<file path="config.mk">
export PLATFORM = sky130hd
export DESIGN_NAME = mips_multicycle_ctrl
export DESIGN_NICKNAME = d
export VERILOG_FILES = /design/src/rtl/mips_multicycle_ctrl.sv
export SDC_FILE = /design/constraint.sdc
export NUM_CORES = 1
export LEC_CHECK = 0
export ABC_AREA = 1
export CORE_MARGIN = 2
export CORE_UTILIZATION = 51
export DETAILED_ROUTE_END_ITERATION = 6
export PLACE_DENSITY = 0.85
export SLEW_MARGIN = 25
export SYNTH_ARGS = -nofsm -noshare
export SYNTH_HDL_FRONTEND = slang
export SYNTH_SLANG_ARGS = --single-unit
</file>
<file path="constraint.sdc">
create_clock -name clk -period 2.6 [get_ports clk]
set_clock_uncertainty 0.2 [all_clocks]
set_input_delay 0.52 -clock clk [delete_from_list [all_inputs] [get_ports clk]]
set_output_delay 0.52 -clock clk [all_outputs]
set_load 0.005 [all_outputs]
</file>
<file path="src/rtl/mips_multicycle_ctrl.sv">
// Multicycle MIPS control FSM: fetch/decode/execute/memory/writeback with a bounded
// memory-ready wait. Define ILLEGAL_TRAP_EN to halt on an illegal decode instead of NOP.
module mips_multicycle_ctrl #(
  parameter int MEM_TIMEOUT = 16
) (
  input  logic       clk,
  input  logic       rst_n,
  input  logic [5:0] opcode,
  input  logic [5:0] funct,
  input  logic       zero_flag,
  input  logic       mem_ready,
  output logic [3:0] alu_sel,
  output logic       alu_src_a,
  output logic [1:0] alu_src_b,
  output logic [1:0] pc_src,
  output logic       pc_write,
  output logic       ir_write,
  output logic       iord,
  output logic       mem_read,
  output logic       mem_write,
  output logic       reg_write,
  output logic       reg_dst,
  output logic       mem_to_reg,
  output logic       illegal,
  output logic       bus_err,
  output logic [3:0] state_o
);

  localparam int CNT_W = (MEM_TIMEOUT > 2) ? $clog2(MEM_TIMEOUT) : 1;

  localparam logic [5:0] OP_RTYPE = 6'h00;
  localparam logic [5:0] OP_LW    = 6'h23;
  localparam logic [5:0] OP_SW    = 6'h2B;
  localparam logic [5:0] OP_ADDI  = 6'h08;
  localparam logic [5:0] OP_BEQ   = 6'h04;
  localparam logic [5:0] OP_J     = 6'h02;

  typedef enum logic [3:0] {
    IDLE     = 4'd0,  FETCH  = 4'd1,  DECODE   = 4'd2,  MEM_ADDR = 4'd3,
    MEM_RD   = 4'd4,  MEM_WB = 4'd5,  MEM_WR   = 4'd6,  EXEC_R   = 4'd7,
    RTYPE_WB = 4'd8,  EXEC_I = 4'd9,  ADDI_WB  = 4'd10, BRANCH   = 4'd11,
    JUMP     = 4'd12, HALT   = 4'd13
  } state_t;

  state_t           state_q, state_d;
  logic [5:0]       opcode_q, funct_q;
  logic [CNT_W-1:0] wait_q, wait_d;
  logic             decode_ok, wait_st, timeout;

  // Every supported funct maps to a non-zero ALU code, so zero doubles as "illegal".
  function automatic logic [3:0] funct_to_sel(input logic [5:0] f);
    case (f)
      6'h20:   return 4'b0001;
      6'h22:   return 4'b0010;
      6'h18:   return 4'b0011;
      6'h1A:   return 4'b0100;
      6'h24:   return 4'b0101;
      6'h25:   return 4'b0110;
      6'h27:   return 4'b0111;
      6'h2A:   return 4'b1000;
      6'h26:   return 4'b1001;
      default: return 4'b0000;
    endcase
  endfunction

  always_comb begin
    case (opcode)
      OP_RTYPE:                         decode_ok = (funct_to_sel(funct) != 4'b0000);
      OP_LW, OP_SW, OP_ADDI, OP_BEQ, OP_J: decode_ok = 1'b1;
      default:                          decode_ok = 1'b0;
    endcase
  end

  assign wait_st = (state_q == FETCH) || (state_q == MEM_RD) || (state_q == MEM_WR);
  assign timeout = wait_st && !mem_ready && (wait_q == CNT_W'(MEM_TIMEOUT - 1));
  // Leaving a wait state (or timing out) always restarts the count from zero.
  assign wait_d  = (wait_st && !mem_ready && !timeout) ? wait_q + CNT_W'(1) : '0;

  always_comb begin
    state_d = state_q;
    case (state_q)
      IDLE:     state_d = FETCH;
      FETCH:    if (mem_ready) state_d = DECODE;
      DECODE: begin
        if (!decode_ok) begin
`ifdef ILLEGAL_TRAP_EN
          state_d = HALT;
`else
          state_d = FETCH;
`endif
        end else begin
          case (opcode)
            OP_RTYPE:     state_d = EXEC_R;
            OP_LW, OP_SW: state_d = MEM_ADDR;
            OP_ADDI:      state_d = EXEC_I;
            OP_BEQ:       state_d = BRANCH;
            default:      state_d = JUMP;
          endcase
        end
      end
      MEM_ADDR: state_d = (opcode_q == OP_SW) ? MEM_WR : MEM_RD;
      MEM_RD: begin
        if (mem_ready)    state_d = MEM_WB;
        else if (timeout) state_d = FETCH;
      end
      MEM_WB:   state_d = FETCH;
      MEM_WR:   if (mem_ready || timeout) state_d = FETCH;
      EXEC_R:   state_d = RTYPE_WB;
      RTYPE_WB: state_d = FETCH;
      EXEC_I:   state_d = ADDI_WB;
      ADDI_WB:  state_d = FETCH;
      BRANCH:   state_d = FETCH;
      JUMP:     state_d = FETCH;
      HALT:     state_d = HALT;
      default:  state_d = IDLE;
    endcase
  end

  always_ff @(posedge clk or negedge rst_n) begin
    if (!rst_n) begin
      state_q  <= IDLE;
      opcode_q <= '0;
      funct_q  <= '0;
      wait_q   <= '0;
    end else begin
      state_q <= state_d;
      wait_q  <= wait_d;
      if (state_q == DECODE) begin
        opcode_q <= opcode;
        funct_q  <= funct;
      end
    end
  end

  always_comb begin
    alu_sel    = 4'b0000;
    alu_src_a  = 1'b0;
    alu_src_b  = 2'b00;
    pc_src     = 2'b00;
    pc_write   = 1'b0;
    ir_write   = 1'b0;
    iord       = 1'b0;
    mem_read   = 1'b0;
    mem_write  = 1'b0;
    reg_write  = 1'b0;
    reg_dst    = 1'b0;
    mem_to_reg = 1'b0;
    illegal    = 1'b0;
    bus_err    = 1'b0;
    case (state_q)
      FETCH: begin
        mem_read  = 1'b1;
        alu_src_b = 2'b01;
        alu_sel   = 4'b0001;
        ir_write  = mem_ready;
        pc_write  = mem_ready;
        bus_err   = timeout;
      end
      DECODE: begin
        alu_src_b = 2'b11;
        alu_sel   = 4'b0001;
        illegal   = !decode_ok;
      end
      MEM_ADDR, EXEC_I: begin
        alu_src_a = 1'b1;
        alu_src_b = 2'b10;
        alu_sel   = 4'b0001;
      end
      MEM_RD: begin
        mem_read = 1'b1;
        iord     = 1'b1;
        bus_err  = timeout;
      end
      MEM_WB: begin
        reg_write  = 1'b1;
        mem_to_reg = 1'b1;
      end
      MEM_WR: begin
        mem_write = 1'b1;
        iord      = 1'b1;
        bus_err   = timeout;
      end
      EXEC_R: begin
        alu_src_a = 1'b1;
        alu_sel   = funct_to_sel(funct_q);
      end
      RTYPE_WB: begin
        reg_write = 1'b1;
        reg_dst   = 1'b1;
      end
      ADDI_WB:  reg_write = 1'b1;
      BRANCH: begin
        alu_src_a = 1'b1;
        alu_sel   = 4'b0010;
        pc_src    = 2'b01;
        pc_write  = zero_flag;
      end
      JUMP: begin
        pc_src   = 2'b10;
        pc_write = 1'b1;
      end
      default: ;
    endcase
  end

  assign state_o = state_q;

endmodule
</file>
### After elaboration in Yosys (flattened, before gate mapping)

Index checks and enable logic that the tools add are counted.

* flip-flop bits (word level): 20
* output and inout port bits: 23
* logic and storage cells: 96
* input bits: 16

* reductions and logical operators: 23
* eq/ne operators: 41
* mux-type cells: 27
* $add $sub $neg: 1

Operators by type and width (number)
* case mux 4 bit (9 select lines): 3
* == test 6 bit (second input constant): 17
* == test 4 bit (second input constant): 7
* 2-to-1 mux 4 bit: 7
* == test 6 x 5 -> 1 bit (second input constant): 4
* == test 4 x 3 -> 1 bit (second input constant): 4
* case mux 4 bit (4 select lines): 1
* case mux 4 bit (3 select lines): 1
* 2-to-1 mux 1 bit: 10
* == test 4 x 2 -> 1 bit (second input constant): 2
* OR reduction 2 bit: 4
* OR reduction 4 bit: 2
* == test 6 x 2 -> 1 bit (second input constant): 1
* == test 6 x 3 -> 1 bit (second input constant): 1
* == test 6 x 4 -> 1 bit (second input constant): 1
* zero test 6 bit: 1
* case mux 2 bit (3 select lines): 1
* OR reduction 3 bit: 2
* OR reduction 6 bit: 1
* OR reduction 5 bit: 1
* adder 4 x 1 -> 4 bit (second input constant): 1
* == test 4 x 1 -> 1 bit (second input constant): 1
* zero test 4 bit: 1
* case mux 2 bit (2 select lines): 1
* other kinds (11): 17

### Logic depth before layout (Yosys ltp)

Gate-level depths: netlist of run 1.

* depth after elaboration: 8
* mapped depth: 10
* gate-level depth less buffers: 10

### Worst setup path before layout of run 1

Ideal clock, no wire load.

* kind: reg2out
* start: register state_q[3] (netlist: state_o[3])
* end: output port illegal
* cell stages (with the launch flop): 8
* data required time: 1.880 ns
* path slack: 0.609 ns
* arrival time: 1.271 ns
* buffers on the path: 2
* cells stage by stage: dfrtp_1 > buf_4 > nor2_2 > inv_2 > nor2_8 > inv_2 > buf_2 > nor2_1

* word-level cells in the longest chain between the ends: 2

Ends and longest elaborated chain
* start: declaration: RTL line 45 `state_t state_q, state_d;`
* start signal: assignment: RTL line 126 `state_q <= state_d;`
* == test 4 x 2 -> 1 bit: RTL line 150 `case (state_q)`
* 2-to-1 mux 1 bit: RTL line 150
* end: declaration: RTL line 24 `output logic illegal,`

No other way between the ends.

### Final worst setup path of run 1

* start: register state_q[0] (netlist: state_o[0])
* end: output port alu_sel[0]

* word-level cells in the longest chain between the ends: 3
* elaborated cells between the ends (all ways): 8
* classes of those cells: 6 x eq/ne; 1 x mux; 1 x reduce/logical

Ends and longest elaborated chain
* == test 4 x 1 -> 1 bit, or another cell as far along: RTL line 150
* OR reduction 4 bit (no source line)
* case mux 4 bit (3 select lines) (*): RTL line 150
* end: declaration: RTL line 12 `output logic [3:0] alu_sel,`

Mark *: on every way between the ends. The rest lies on a longest branch, timed or not.

==> results.toml, run 1 <==
[die]
die_area_um2 = 3130
start_util_pct = 54.6
row_count = 18
core_area_um2 = 2520
top_level_ports = 39
dieWidth_um = 56.0
chipHeight_um = 56.0

[placement]
final_replace_weighted_congestion = 0.889
detailed_place.area_um2 = 1910
dp.cells = 292
dpl.hpwl_mm = 2.69
numPortBuffers = 38

[timing]
maxClockFrequency_ghz = 0.376
fin_crit_ns = 2.66
timing.max_slew.rel_slack_pct = 82.0
final-hold-violation-count = 0
totalNegativeSetupSlack_ns = -0.0618
final.period_utilization_pct = 102
worst-slew-pin-transition_ns = 0.269
grt_setup_unrepaired = "true"
finalSetupViolations = 1
report.final.slew_viol_count = 0
final.setup.worst_slack_ns = -0.0618

[grt]
grt_overflow = 0
via_count_of_the_first_global_routing_pass = 1487
gr-usage-all-layers_pct = 24.4
antenna_found_initial = 0
pin_count_of_the_biggest_net_entering_global_routing = 21
grt_first_pass_wirelength_mm = 6.23

[layout]
number_of_standard_cells_in_the_layout_taps_in_and_fillers_out = 304
synthToLayoutAreaGrowth_pct = 52.1
insertedDiodeCount = 0
fillerInstances = 173
nets = 292
final_core_utilization_pct = 83.0
stdcell_area_um2 = 2090
ratio_of_cells_with_drive_above_1_in_the_final_layout_pct = 24.5

[synth]
post_synth_main_area_contributors = "sky130_fd_sc_hd__dfrtp_1 36%, sky130_fd_sc_hd__nand2_1 16%, sky130_fd_sc_hd__nor2_1 8.7%"
netlist.top_cell.by_area = "sky130_fd_sc_hd__dfrtp_1"
ys_ff_latch = 20
synth.cell_area_um2 = 1380
mapped_cells = 209
synth.distinct_cells = 28
syn-num-nets = 226
avgSynthCellArea_um2 = 6.59
yosysSeqAreaShare_pct = 36.4
yosys_warnings = 0
yosys.area.top_type_share_pct = 36.4

[detailed_routing]
drt-pass1-iter-count = 4
drc_errors = 0
drt.antenna.violating_nets = 0
via_count = 1612
routed_wl_mm = 4.08
drt_iter0_drc = 71
vias_per_cell = 5.30
routedWlPerCell_um = 13.4

[min_path]
hold_path_depth = 1
min-delay-path-class = "register to register"

[worst_setup_path]
crit_path_max_fanout = 7
worst_path_max_delay_cell = "sky130_fd_sc_hd__clkdlybuf4s50_1"
worst-setup-path-type = "register to output port"
slowest_delay_ns = 0.52
crit_path_end_kind = "output port"
r2r_slack_ns = 0.88
required_ns = 1.88
r2r_cells = 9
ordered_list_of_cells_on_the_worst_path = "inv_2 > nor2_4 > inv_1 > nor2_1 > nand3b_1 > clkdlybuf4s50_1"
worst-endpoint-arrival_ns = 1.94
cp-start-kind = "register"

[outcome]
failed_checks = "negative setup slack"
status = "finished with violations"

[power_and_ir_drop]
power.density_nw_per_um2 = 895
switching_power_of_the_nets_uw = 807
power_internal_uw = 1070
power.share.sequential_pct = 30.0
pwr-share-comb_pct = 55.8
total_leakage_power_uw = 0.00112
worst_ir_drop_vdd_v = 0.000628
swShare_pct = 43.1
power_frac_clock_pct = 14.2

[cts]
cts_tree = "done"
worst_setup_hold_path_clk_slew_ns = 0.13
clock_latency_ns = 0.31
cts.root.buffer_cell = "sky130_fd_sc_hd__clkbuf_4"
clockBufferDepth = 2
cts.sink_count = 20
htreeDepth = 1
cts_made_buffers = 3

[flow_run]
maxCapViolCount = 0
## sequential cells by signal, summed over array words and instances, names as in the netlist
name      flops
opcode_q      6
funct_q       6
wait_q        4
state_o       4
## cell usage in the layout (no fill, tap or decap), types with 2 or more instances in the layout
cell | Yosys | layout
sky130_fd_sc_hd__nand2_1 | 59 | 58
sky130_fd_sc_hd__clkdlybuf4s50_1 | 0 | 27
sky130_fd_sc_hd__buf_4 | 1 | 26
sky130_fd_sc_hd__inv_1 | 29 | 25
sky130_fd_sc_hd__nor2_1 | 32 | 22
sky130_fd_sc_hd__dfrtp_1 | 20 | 16
sky130_fd_sc_hd__nand3_1 | 15 | 14
sky130_fd_sc_hd__o21ai_0 | 12 | 11
sky130_fd_sc_hd__inv_2 | 7 | 10
sky130_fd_sc_hd__nor2_2 | 2 | 9
sky130_fd_sc_hd__dlymetal6s2s_1 | 0 | 6
sky130_fd_sc_hd__nor2_4 | 2 | 5
sky130_fd_sc_hd__a21oi_1 | 5 | 5
sky130_fd_sc_hd__dlygate4sd2_1 | 0 | 5
sky130_fd_sc_hd__dfrtp_2 | 0 | 4
sky130_fd_sc_hd__o21ai_1 | 2 | 3
sky130_fd_sc_hd__nand4_1 | 3 | 3
sky130_fd_sc_hd__nor3_1 | 3 | 3
sky130_fd_sc_hd__clkbuf_4 | 0 | 3
sky130_fd_sc_hd__nand2_2 | 2 | 2
sky130_fd_sc_hd__o211ai_1 | 2 | 2
## power by group through the flow
stage                     Clock (µW)  Sequential, µW  Combinational [µW]
final                            266             563                1050
after global routing             276             578                1140
after CTS                        264             548                 971
after floorplan                    0             523                 553
after detailed placement           0             552                 916
after global placement             0             546                 899
## synthesized netlist by cell type
master / instances
sky130_fd_sc_hd__xor2_1: 1
sky130_fd_sc_hd__o21ai_2: 1
sky130_fd_sc_hd__ha_1: 1
sky130_fd_sc_hd__o21ai_1: 2
sky130_fd_sc_hd__or2_1: 1
sky130_fd_sc_hd__nor3_1: 3
sky130_fd_sc_hd__inv_2: 7
sky130_fd_sc_hd__buf_2: 2
sky130_fd_sc_hd__inv_1: 29
sky130_fd_sc_hd__a21oi_4: 1
sky130_fd_sc_hd__o211ai_1: 2
sky130_fd_sc_hd__a21oi_2: 1
sky130_fd_sc_hd__o21ai_0: 12
sky130_fd_sc_hd__xnor2_1: 1
sky130_fd_sc_hd__a211o_1: 1
sky130_fd_sc_hd__nand2_2: 2
sky130_fd_sc_hd__a21oi_1: 5
sky130_fd_sc_hd__nor2_4: 2
sky130_fd_sc_hd__nand2_1: 59
sky130_fd_sc_hd__nand3_1: 15
sky130_fd_sc_hd__nand3b_1: 1
sky130_fd_sc_hd__nor2_8: 1
sky130_fd_sc_hd__nor2_2: 2
sky130_fd_sc_hd__nor2_1: 32
sky130_fd_sc_hd__dfrtp_1: 20
sky130_fd_sc_hd__o311ai_0: 1
sky130_fd_sc_hd__nand4_1: 3
sky130_fd_sc_hd__buf_4: 1
## through the flow
step | power, µW | worst slack [ns] | hold WS, ns
floorplan | 1080 | 0.609 | 0.0244
global placement | 1440 | -0.152 | 0.251
detailed placement | 1470 | -0.194 | 0.257
CTS | 1780 | 0.00135 | 0.274
global route | 2000 | -0.160 | 0.299
finish | 1870 | -0.0618 | 0.270
## worst paths after layout
path | from | end
worst max-delay path | state_o[0] | alu_sel[0]
worst min-delay path | wait_q[0] | wait_q[0]
worst max register to register | state_o[1] | state_o[0]
worst min register to register | wait_q[0] | wait_q[0]
max in group asynchronous | rst_n | state_o[2]
min in group asynchronous | rst_n | state_o[0]
## critical path, delay by kind of cell, from the launching register on
family / cells / cell delay (ns)
buf+inv: 3 / 0.70
flops: 1 / 0.48
simple gates: 3 / 0.45
## cell families (layout without fill, tap and decap cells)
family	after synthesis	after routing	share of synthesized area [%]
flops	20	20	36.4
compound gates	26	26	11.7
xor+xnor	2	2	1.27
fa+ha+maj	1	1	0.909
buf+inv	39	104	11.1
simple gates	121	121	38.6
## routing by layer
metal  GRT usage [%]  wire, µm  vias up
met4            7.82        89        0
met5               0         0        -
met3            3.49       262       11
li1                -         -      788
met1            31.6      1620      748
met2            42.0      2110       65
## timing repair
action	CTS	global route
buffers inserted	6	2
gates resized for setup	13	25
pin swaps	3	5
setup endpoints to repair	9	10
hold buffers	0	0
## cell type report
type	count	area [µm²]	share of cell area [%]
clock buffers	3	22.5	1.08
clock inverters	1	30.0	1.43
flip-flops and latches	20	505	24.1
repair buffers	64	584	27.9
multi-input cells	150	776	37.1
well taps	30	37.5	1.79
inverters	36	138	6.58
No activity file was read; power rests on OpenSTA's default activity.
==> inputs of run 2 (changes only) <==
- CORE_ASPECT_RATIO: unset -> 1.75
- SLEW_MARGIN: 25 -> unset
==> results.toml, run 2 (synthesis results as in run 1) <==
[die]
core_area_um2 = 2630
start_util_pct = 52.4
chipHeight_um = 72.7
dieWidth_um = 43.3
die_area_um2 = 3150
row_count = 25
top_level_ports = 39

[detailed_routing]
routedWlPerCell_um = 12.4
routed_wl_mm = 3.66
drt.antenna.violating_nets = 0
via_count = 1519
drt-pass1-iter-count = 4
drt_iter0_drc = 50
vias_per_cell = 5.13
drc_errors = 0

[grt]
via_count_of_the_first_global_routing_pass = 1453
grt_overflow = 0
pin_count_of_the_biggest_net_entering_global_routing = 21
gr-usage-all-layers_pct = 23.9
antenna_found_initial = 0
grt_first_pass_wirelength_mm = 5.78

[layout]
mostFrequentLayoutCells = "59 x sky130_fd_sc_hd__nand2_1, 28 x sky130_fd_sc_hd__inv_1, 28 x sky130_fd_sc_hd__clkdlybuf4s50_1"
layout_commonest_cell = "sky130_fd_sc_hd__nand2_1"
fillerInstances = 188
number_of_standard_cells_in_the_layout_taps_in_and_fillers_out = 296
nets = 287
ratio_of_cells_with_drive_above_1_in_the_final_layout_pct = 20.1
largest_registers_in_the_final_layout = "funct_q: 6 flops, opcode_q: 6 flops"
insertedDiodeCount = 0
synthToLayoutAreaGrowth_pct = 47.0

[placement]
dp.cells = 289
numPortBuffers = 38
final_replace_weighted_congestion = 0.956
dpl.hpwl_mm = 2.78

[cts]
cts_made_buffers = 3
cts.root.buffer_cell = "sky130_fd_sc_hd__clkbuf_8"
cts-hold-fix-buffers = 0
cts.sink_count = 20
clock_latency_ns = 0.26
worst_setup_hold_path_clk_slew_ns = 0.07
cts_tree = "done"
clockBufferDepth = 2
htreeDepth = 1

[worst_setup_path]
required_ns = 1.88
worst_path_max_delay_cell = "sky130_fd_sc_hd__clkdlybuf4s50_1"
ordered_list_of_cells_on_the_worst_path = "nor2_4 > inv_2 > nor2_8 > inv_2 > nand2_1 > clkdlybuf4s50_1"
crit_path_end_kind = "output port"
cp-start-kind = "register"
crit_path_max_fanout = 12
slowest_delay_ns = 0.49
crit_top_cell = "sky130_fd_sc_hd__inv_2"
worst-setup-path-type = "register to output port"
worst-endpoint-arrival_ns = 1.78

[power_and_ir_drop]
power.density_nw_per_um2 = 866
total_leakage_power_uw = 0.00109
worst_ir_drop_vdd_v = 0.000584

[outcome]
status = "finished, final reports clean"

[timing]
timing.max_slew.rel_slack_pct = 83.9
maxClockFrequency_ghz = 0.400
report.final.slew_viol_count = 0
finalSetupViolations = 0
final-hold-violation-count = 0
grt_setup_unrepaired = "true"
fin_crit_ns = 2.50
hold-worst-slack_ns = 0.270
final.period_utilization_pct = 96.2
worst-slew-pin-transition_ns = 0.238

[flow_run]
maxCapViolCount = 0

[min_path]
min-delay-path-class = "register to register"
run 2: path summary, 6_finish.rpt:
kind                             from            to  slack (ns)  cells after the start
max                        state_o[2]  alu_src_b[0]         0.1                      6
min in group asynchronous       rst_n    state_o[0]        0.40                      2
max in group asynchronous       rst_n    state_o[3]        1.57                      2
max reg2reg                state_o[2]    state_o[2]        0.94                      8
min                         wait_q[0]     wait_q[0]        0.27                      1
min reg2reg                 wait_q[0]     wait_q[0]        0.27                      1
run 2: area by class of cell:
class	instances	area, µm²	area share, %
repair buffers	59	548	27.1
multi-input cells	150	746	36.9
clock buffers	4	55.1	2.72
well taps	27	33.8	1.67
inverters	36	135	6.68
flip-flops and latches	20	505	25.0
run 2: report_power, final:
part	internal (µW)	switching, µW
clock	135	100
sequential	441	116
combinational	439	521
run 2: worst max-delay path: cells and delay by family (launching register included):
family / cells / cell delay (ns)
buffers and inverters: 3 / 0.69
DFF: 1 / 0.46
and+or+nand+nor: 3 / 0.37
run 2: timing repair:
action,4_1_cts,5_1_grt
pin swaps,1,3
buffers inserted,3,0
gates resized for setup,9,15
setup endpoints to repair,4,5
run 2: per-stage QoR:
stage                     area, µm²  power, µW  util, %  TNS, ns  worst slack (ns)
after CTS                      1990       1740     75.8        0            0.0170
after floorplan                1380       1080        -        0             0.609
after global placement         1910       1440     72.6   -0.274            -0.195
after detailed placement       1910       1470     72.6   -0.302            -0.226
final                          2020       1750     77.0        0            0.0995
after global routing           2020       1910     77.0  -0.0222           -0.0148
run 2: metal layers:
layer | track usage (%) | part of all wire, % | up-vias
met5 | 0 | 0 | -
li1 | - | - | 768
met1 | 23.4 | 36 | 689
met2 | 47.3 | 59 | 50
met3 | 1.98 | 3.1 | 12
met4 | 11.4 | 2.2 | 0
==> inputs of run 3 (changes only) <==
- CORE_ASPECT_RATIO: 1.75 -> unset
==> results of run 3 <==
No change in the layout: final DEF, timing and power equal those of run 1.
